## src/rtl/ps2_tx_pkg.sv

```systemverilog
// rtl/ps2_tx_pkg.sv - shared types and constants for the PS/2 host-to-device transmitter
package ps2_tx_pkg;

    typedef enum logic [2:0] {
        ST_IDLE,
        ST_INHIBIT,
        ST_RTS,
        ST_SHIFT,
        ST_ACKW,
        ST_DONE
    } state_t;

    localparam logic [15:0] REG_CSR  = 16'h0000;
    localparam logic [15:0] REG_DATA = 16'h0002;

    localparam int CSR_RDY = 7;
    localparam int CSR_IE  = 6;
    localparam int CSR_TMO = 1;
    localparam int CSR_NAK = 0;

    // clkfreq * units / per_sec, done in 64 bits because 100 us * 50 MHz overflows 32
    function automatic logic [31:0] scale_cycles(input longint unsigned clkfreq,
                                                 input longint unsigned units,
                                                 input longint unsigned per_sec);
        return 32'((clkfreq * units) / per_sec);
    endfunction

endpackage

```

## src/rtl/ps2_line_filter.sv

```systemverilog
// rtl/ps2_line_filter.sv - PS/2 line synchroniser, glitch filter and falling-edge detector
// clk, rst_n : system clock, async active-low reset
// line       : raw sensed line level
// level      : filtered level (idle high)
// fall       : one-cycle pulse when the filtered level goes 1 -> 0
module ps2_line_filter #(
    parameter int FILTER = 8
) (
    input  logic clk,
    input  logic rst_n,
    input  logic line,
    output logic level,
    output logic fall
);

    localparam int CW = (FILTER > 1) ? $clog2(FILTER) : 1;

    logic [1:0]    sync;
    logic [CW-1:0] cnt;

    // cnt counts consecutive synchronised samples that disagree with level;
    // the FILTER-th one in a row flips the level.
    always_ff @(posedge clk or negedge rst_n) begin
        if (!rst_n) begin
            sync  <= 2'b11;
            level <= 1'b1;
            cnt   <= '0;
            fall  <= 1'b0;
        end else begin
            sync <= {sync[0], line};
            fall <= 1'b0;
            if (sync[1] == level) begin
                cnt <= '0;
            end else if (cnt == CW'(FILTER - 1)) begin
                level <= sync[1];
                fall  <= level;
                cnt   <= '0;
            end else begin
                cnt <= cnt + CW'(1);
            end
        end
    end

endmodule

```

## src/rtl/ps2_tx.sv

```systemverilog
// rtl/ps2_tx.sv - PS/2 host-to-device transmitter with Wishbone CSR/DATA registers
// wb_*              : Wishbone slave, adr[1] selects CSR (0) or DATA (1)
// irq, iack         : vectored interrupt request / acknowledge
// ps2_clk_i/dat_i   : sensed line levels
// ps2_clk_oe/dat_oe : 1 pulls the open-drain line low
// rx_inhibit        : high while a frame is in progress
module ps2_tx
    import ps2_tx_pkg::*;
#(
    parameter int CLKFREQ    = 50_000_000,
    parameter int INHIBIT_US = 100,
    parameter int TIMEOUT_MS = 15,
    parameter int FILTER     = 8
) (
    input  logic        wb_clk_i,
    input  logic        wb_rst_ni,
    input  logic [15:0] wb_adr_i,
    input  logic [15:0] wb_dat_i,
    output logic [15:0] wb_dat_o,
    input  logic        wb_cyc_i,
    input  logic        wb_stb_i,
    input  logic        wb_we_i,
    input  logic [1:0]  wb_sel_i,
    output logic        wb_ack_o,
    output logic        irq,
    input  logic        iack,
    input  logic        ps2_clk_i,
    input  logic        ps2_dat_i,
    output logic        ps2_clk_oe,
    output logic        ps2_dat_oe,
    output logic        rx_inhibit
);

    localparam logic [31:0] INH_CYC = scale_cycles(64'(CLKFREQ), 64'(INHIBIT_US), 64'd1_000_000);
    localparam logic [31:0] TMO_CYC = scale_cycles(64'(CLKFREQ), 64'(TIMEOUT_MS), 64'd1_000);

    state_t      state, state_nxt;
    logic        clk_oe_nxt, dat_oe_nxt;
    logic [31:0] timer, timer_nxt;
    logic [3:0]  bit_cnt, bit_cnt_nxt;
    logic [7:0]  data_reg;
    logic        rdy, ie, nak, tmo;
    logic        nak_set, tmo_set, finish;
    logic        clk_level, clk_fall, dat_level, unused_dat_fall;
    logic        req, wr, sel_data, sel_csr, csr_wr, start;
    logic        irq_set, irq_clr, tx_bit;
    logic [15:0] csr_val;
    logic        unused;

    assign unused = ^{wb_adr_i[15:2], wb_adr_i[0], wb_dat_i[15:8], wb_sel_i[1], unused_dat_fall};

    ps2_line_filter #(.FILTER(FILTER)) u_clk_filt (
        .clk   (wb_clk_i),
        .rst_n (wb_rst_ni),
        .line  (ps2_clk_i),
        .level (clk_level),
        .fall  (clk_fall)
    );

    ps2_line_filter #(.FILTER(FILTER)) u_dat_filt (
        .clk   (wb_clk_i),
        .rst_n (wb_rst_ni),
        .line  (ps2_dat_i),
        .level (dat_level),
        .fall  (unused_dat_fall)
    );

    assign req      = wb_cyc_i & wb_stb_i & ~wb_ack_o;
    assign wr       = req & wb_we_i & wb_sel_i[0];
    assign sel_data = (wb_adr_i[1] == REG_DATA[1]);
    assign sel_csr  = (wb_adr_i[1] == REG_CSR[1]);
    assign csr_wr   = wr & sel_csr;
    assign start    = wr & sel_data & rdy;

    // bit_cnt 0..7 are data bits LSB first, 8 is odd parity
    assign tx_bit = (bit_cnt < 4'd8) ? data_reg[bit_cnt[2:0]] : ~^data_reg;

    always_comb begin
        csr_val          = '0;
        csr_val[CSR_RDY] = rdy;
        csr_val[CSR_IE]  = ie;
        csr_val[CSR_TMO] = tmo;
        csr_val[CSR_NAK] = nak;
    end

    always_comb begin
        state_nxt   = state;
        clk_oe_nxt  = ps2_clk_oe;
        dat_oe_nxt  = ps2_dat_oe;
        timer_nxt   = timer;
        bit_cnt_nxt = bit_cnt;
        nak_set     = 1'b0;
        tmo_set     = 1'b0;
        if (state != ST_IDLE) begin
            timer_nxt = timer + 32'd1;
        end
        case (state)
            ST_IDLE: begin
                if (start) begin
                    state_nxt   = ST_INHIBIT;
                    timer_nxt   = '0;
                    bit_cnt_nxt = '0;
                    clk_oe_nxt  = 1'b1;
                    dat_oe_nxt  = 1'b0;
                end
            end
            ST_INHIBIT: begin
                if (timer == INH_CYC - 32'd1) begin
                    state_nxt  = ST_RTS;
                    clk_oe_nxt = 1'b0;
                    dat_oe_nxt = 1'b1;
                end
            end
            ST_RTS: begin
                // start bit is already on the line; the first device clock asks for bit 0
                if (clk_fall) begin
                    state_nxt   = ST_SHIFT;
                    dat_oe_nxt  = ~tx_bit;
                    bit_cnt_nxt = 4'd1;
                end
            end
            ST_SHIFT: begin
                if (clk_fall) begin
                    if (bit_cnt == 4'd9) begin
                        state_nxt  = ST_ACKW;
                        dat_oe_nxt = 1'b0;
                    end else begin
                        dat_oe_nxt  = ~tx_bit;
                        bit_cnt_nxt = bit_cnt + 4'd1;
                    end
                end
            end
            ST_ACKW: begin
                if (clk_fall) begin
                    nak_set   = dat_level;
                    state_nxt = ST_DONE;
                end
            end
            ST_DONE: begin
                if (clk_level && dat_level) begin
                    state_nxt = ST_IDLE;
                end
            end
            default: state_nxt = ST_IDLE;
        endcase
        if (state != ST_IDLE && timer == TMO_CYC - 32'd1) begin
            tmo_set    = 1'b1;
            state_nxt  = ST_IDLE;
            clk_oe_nxt = 1'b0;
            dat_oe_nxt = 1'b0;
        end
    end

    assign finish = (state != ST_IDLE) && (state_nxt == ST_IDLE);

    always_ff @(posedge wb_clk_i or negedge wb_rst_ni) begin
        if (!wb_rst_ni) begin
            state      <= ST_IDLE;
            ps2_clk_oe <= 1'b0;
            ps2_dat_oe <= 1'b0;
            timer      <= '0;
            bit_cnt    <= '0;
        end else begin
            state      <= state_nxt;
            ps2_clk_oe <= clk_oe_nxt;
            ps2_dat_oe <= dat_oe_nxt;
            timer      <= timer_nxt;
            bit_cnt    <= bit_cnt_nxt;
        end
    end

    // set events beat clear events (iack in the same cycle as completion keeps irq)
    assign irq_set = (finish & ie) | (csr_wr & wb_dat_i[CSR_IE] & ~ie & rdy);
    assign irq_clr = iack | (csr_wr & ~wb_dat_i[CSR_IE]) | start;

    always_ff @(posedge wb_clk_i or negedge wb_rst_ni) begin
        if (!wb_rst_ni) begin
            wb_ack_o <= 1'b0;
            wb_dat_o <= '0;
            rdy      <= 1'b1;
            ie       <= 1'b0;
            nak      <= 1'b0;
            tmo      <= 1'b0;
            data_reg <= '0;
            irq      <= 1'b0;
        end else begin
            wb_ack_o <= req;
            if (req && !wb_we_i) begin
                wb_dat_o <= sel_data ? {8'h00, data_reg} : csr_val;
            end
            if (csr_wr) begin
                ie <= wb_dat_i[CSR_IE];
            end
            if (start) begin
                data_reg <= wb_dat_i[7:0];
                rdy      <= 1'b0;
                nak      <= 1'b0;
                tmo      <= 1'b0;
            end else begin
                if (finish)  rdy <= 1'b1;
                if (nak_set) nak <= 1'b1;
                if (tmo_set) tmo <= 1'b1;
            end
            irq <= irq_set | (irq & ~irq_clr);
        end
    end

    assign rx_inhibit = ~rdy;

endmodule

```

## config.mk

```make
export PLATFORM = sky130hd
export DESIGN_NAME = ps2_tx
export DESIGN_NICKNAME = d
export VERILOG_FILES = /design/src/rtl/ps2_tx_pkg.sv /design/src/rtl/ps2_line_filter.sv /design/src/rtl/ps2_tx.sv
export SDC_FILE = /design/constraint.sdc
export NUM_CORES = 1
export LEC_CHECK = 0
export ABC_AREA = 1
export CORE_ASPECT_RATIO = 1.2
export CORE_MARGIN = 4
export CORE_UTILIZATION = 59
export DETAILED_ROUTE_END_ITERATION = 12
export PLACE_DENSITY = 0.95
export SLEW_MARGIN = 40
export SYNTH_ARGS = -nofsm -noshare
export SYNTH_HDL_FRONTEND = slang
export SYNTH_SLANG_ARGS = --single-unit
```

## constraint.sdc

```tcl
create_clock -name wb_clk_i -period 3.45 [get_ports wb_clk_i]
set_clock_uncertainty 0.15 [all_clocks]
set_input_delay 0.345 -clock wb_clk_i [delete_from_list [all_inputs] [get_ports wb_clk_i]]
set_output_delay 0.345 -clock wb_clk_i [all_outputs]
set_load 0.01 [all_outputs]
```

==> impl.org <==
** Setup path
- Of all nets on the critical path, the largest fanout is 17.
- The startpoint identified for the worst register-to-register timing path is state[2].
- The worst setup path is captured at a flip-flop.
- Measured in cells, the most critical reg-to-reg path has a length of 8.
- Required @ worst endpoint :: 3590 ps
- By startpoint and endpoint, the worst setup path is classified as in2reg.
- RR Endpoint :: bit_cnt[1]
- Data on the critical path arrives at its endpoint at 2590 ps.
- Startpoint type of the worst setup path :: input pin
- The setup check on the worst reg-to-reg path leaves a slack of 1100 ps.

** Placement
- Count of input and output buffers :: 30
- Including well taps, the total number of placed cells is 711.
- Final HPWL DP :: 7342 um
- At the end of routability-driven placement, the weighted congestion stood at 0.9167.
- OpenSTA, run right after detailed placement, puts the worst setup slack at 708.1 ps.

** Drt
- In this run the remaining antenna-violating nets after routing total 0.
- After detailed routing, the number of remaining DRC violations is 0.
- Initial drt markers :: 235
- Detailed routing inserted a total of 4,059 vias.
- Average vias per placed instance :: 5.576
- Total detailed-routing wirelength :: 10,170 um
- The pre-antenna-repair detailed-routing pass consisted of 5 iterations.
- After detailed routing, the average wire length per cell comes to 13.97 um.

** Final layout
- Multi-input gate area :: 0.002098 mm2
- Post-layout net count :: 682
- Layout Area Growth over Synthesis :: 12.90%
- Register cell area after layout :: 0.001911 mm2
- Share of layout cells above drive strength 1 :: 7.210%
- Number of filler instances in the final layout :: 590
- The register with the most flip-flops in the layout has 32 of them.
- Diode count :: 0
- After the flow finishes, the layout carries non-filler instances totaling 728.

** Timing
- Relative slew margins :: 51.01%
- The hold violation total from the final report was 0.
- Final period util :: 71.04%
- Adding up every negative setup slack in the final design gives 0 ps.
- Timing would allow up to 0.4080 GHz.
- Final-report max-slew violation count :: 0
- Crit path time final :: 2451 ps
- Transition at the pin with the smallest max-transition slack :: 732.2 ps
- Setup repair after global routing left no endpoint under its margin.
- Final setup violation count :: 0
- Once routing completed, OpenROAD measured the worst setup slack at 999.2 ps.

** Logic synthesis
- Number of synthesized flops with an enable pin :: 0
- FF+latch count, synth :: 76
- Synthesized instance count :: 600
- Yosys instantiated no cell more often than sky130_fd_sc_hd__nand2_1.
- The synthesized design spends more area on one cell type than any other, namely sky130_fd_sc_hd__dfrtp_1.
- Yosys attributes the largest share of cell area to sky130_fd_sc_hd__dfrtp_1, sky130_fd_sc_hd__nand2_1, sky130_fd_sc_hd__nor2_1, sky130_fd_sc_hd__inv_1, sky130_fd_sc_hd__nand3_1.
- For this run, the number of Yosys warnings is 0.
- Mean post-synth cell area :: 7.290 um2
- Share of Yosys cell area claimed by the top area cell type :: 39.47%
- Sequential share of the synthesized area :: 43.68%
- Summing every instance area after synthesis gives 0.004374 mm2.
- Share of flip-flops with an asynchronous set or reset after synthesis :: 100.0%
- By count the netlist is led by sky130_fd_sc_hd__nand2_1, sky130_fd_sc_hd__nor2_1, sky130_fd_sc_hd__inv_1.
- Number of unique standard cell types used by synthesis :: 37
- For this run, the leading register cell type out of synthesis is sky130_fd_sc_hd__dfrtp_1.

** Die
- Die area :: 0.008861 mm2
- I/O pin total :: 63
- Die H :: 102.3 um
- The initialized floorplan defines 34 standard-cell rows.
- In this run the horizontal extent of the chip is 86.60 um.
- Once the floorplan was initialized, standard cells occupied 60.48% of the core.
- Standard cell core area :: 0.007232 mm2

** Clock network
- Buffers inserted during clock tree synthesis total 9.
- The H-tree generated during clock tree synthesis spans 3 levels.
- Root Driver :: sky130_fd_sc_hd__clkbuf_8
- TritonCTS built the clock tree.
- After clock tree synthesis, the clock-pin slew on the worst setup and hold paths is 80 ps.
- Maximum root-to-sink buffer count :: 2
- Post-CTS Setup Bufs :: 0
- Clock tree synthesis found a total of 76 sinks.
- For the worst-skew pair, the clock arrives at the later sink with an insertion delay of 360 ps.

** Global route
- Pin count of the biggest net entering global routing :: 77
- Vias in the first global route :: 3,947
- First-pass GRT wire length :: 17,030 um
- Total congestion overflow after global routing :: 0
- The number of antenna violations at the first check in global routing is 0.
- In the global route stage, overall resource usage came out at 24.33%.

** Power
- Peak supply drop :: 0.0003454 V
- Dividing total power by cell area gives a power density of 603.9 mW/mm2.
- The analysis attributes to cell leakage a power of 2.406 nW.

** Min path
- The min-delay analysis places its worst path in the category reg2reg.
- Worst Min Path Start :: u_clk_filt.sync[0]
- Cell count of the worst hold path :: 0
- For hold timing, the worst endpoint is u_clk_filt.sync[1].

** Outcome
- The flow ran to the end, and the final reports show no timing, DRC or antenna violations.

** Job
- Across the run, the number of max-cap violations was 0.
-- where the power goes --
| part | leakage [nW] | switching [mW] | internal [mW] |
|---|---|---|---|
| Clock | 0.0995 | 0.356 | 0.360 |
| Sequential | 0.946 | 0.244 | 1.12 |
| Combinational | 1.36 | 0.553 | 0.348 |
| Total | 2.41 | 1.15 | 1.83 |
-- what timing repair did --
action                    in CTS  in global routing
hold buffers                   1                  0
gates resized for setup        0                  0
hold endpoints to repair      69                  0
-- cells by family (layout without fill, tap and decap cells) --
| group | after synthesis | count (layout) | share of synthesized area (%) |
|---|---|---|---|
| other | 1 | 8 | 0.08573 |
| buffers and inverters | 94 | 125 | 8.953 |
| AOI/OAI and AO/OA | 58 | 58 | 6.837 |
| xor gates and xnor gates | 14 | 14 | 2.803 |
| adders and majority gates | 7 | 7 | 2.002 |
| and+or+nand+nor | 348 | 348 | 35.15 |
| muxes | 2 | 2 | 0.4863 |
| DFF | 76 | 76 | 43.68 |
-- cell type report --
class / instances / share of cell area (%)
Clock inverter: 6 / 1.444
Sequential cell: 76 / 38.69
Multi-Input combinational cell: 437 / 42.49
Inverter: 77 / 5.853
Timing Repair Buffer: 32 / 6.461
Clock buffer: 10 / 2.787
Tap cell: 90 / 2.280
-- cell usage in the layout (no fill, tap or decap), types with 6 or more instances in the layout --
| master | synthesis | routed |
|---|---|---|
| sky130_fd_sc_hd__nand2_1 | 163 | 163 |
| sky130_fd_sc_hd__nor2_1 | 79 | 79 |
| sky130_fd_sc_hd__inv_1 | 74 | 74 |
| sky130_fd_sc_hd__dfrtp_1 | 69 | 69 |
| sky130_fd_sc_hd__nand3_1 | 47 | 47 |
| sky130_fd_sc_hd__clkdlybuf4s50_1 | 0 | 29 |
| sky130_fd_sc_hd__o21ai_0 | 27 | 27 |
| sky130_fd_sc_hd__nor3_1 | 23 | 23 |
| sky130_fd_sc_hd__a21oi_1 | 20 | 20 |
| sky130_fd_sc_hd__nand4_1 | 10 | 10 |
| sky130_fd_sc_hd__clkbuf_8 | 0 | 10 |
| sky130_fd_sc_hd__o21ai_1 | 8 | 8 |
| sky130_fd_sc_hd__xor2_1 | 8 | 8 |
| sky130_fd_sc_hd__conb_1 | 1 | 8 |
| sky130_fd_sc_hd__ha_1 | 7 | 7 |
| sky130_fd_sc_hd__dfstp_2 | 7 | 7 |
| sky130_fd_sc_hd__xnor2_1 | 6 | 6 |
| sky130_fd_sc_hd__nand2_2 | 6 | 6 |
-- worst max-delay path by stage --
stage	start	to	slack, ps	depth (start not counted)
after global placement	wb_adr_i[1]	timer[16]	830	9
final	wb_adr_i[1]	irq	1000	8
after detailed placement	wb_adr_i[1]	bit_cnt[1]	710	9
after global routing	wb_adr_i[1]	bit_cnt[1]	830	9
after CTS	wb_adr_i[1]	irq	1060	8
after floorplan	timer[0]	timer[24]	1770	10
-- routing by layer --
layer / vias up / wire length, um / GRT usage (%) / part of all wire (%)
li1: 1960 / - / - / -
met1: 1894 / 3921 / 27.56 / 39
met2: 161 / 5176 / 42.64 / 51
met3: 44 / 603 / 4.516 / 5.9
met4: 0 / 471 / 14.27 / 4.6
met5: - / 0 / 0 / 0
-- critical path, stage by stage --
cell and delay [ps]:
sky130_fd_sc_hd__clkdlybuf4s50_1 650, sky130_fd_sc_hd__nand2_1 160, sky130_fd_sc_hd__inv_1 50, sky130_fd_sc_hd__nand2_1 440
sky130_fd_sc_hd__clkinv_1 420, sky130_fd_sc_hd__nor3_1 330, sky130_fd_sc_hd__a21oi_1 100, sky130_fd_sc_hd__o21ai_1 90
-- stage by stage --
step	util, %	area, um2	power (mW)	hold WS [ps]
floorplan	-	4400	1.950	-100.6
global placement	65.21	4716	2.192	196.3
detailed placement	65.26	4720	2.260	196.8
CTS	68.29	4938	2.991	196.9
global route	68.29	4938	3.194	205.8
finish	68.29	4938	2.982	197.8
(Power assumes the default switching activity.)
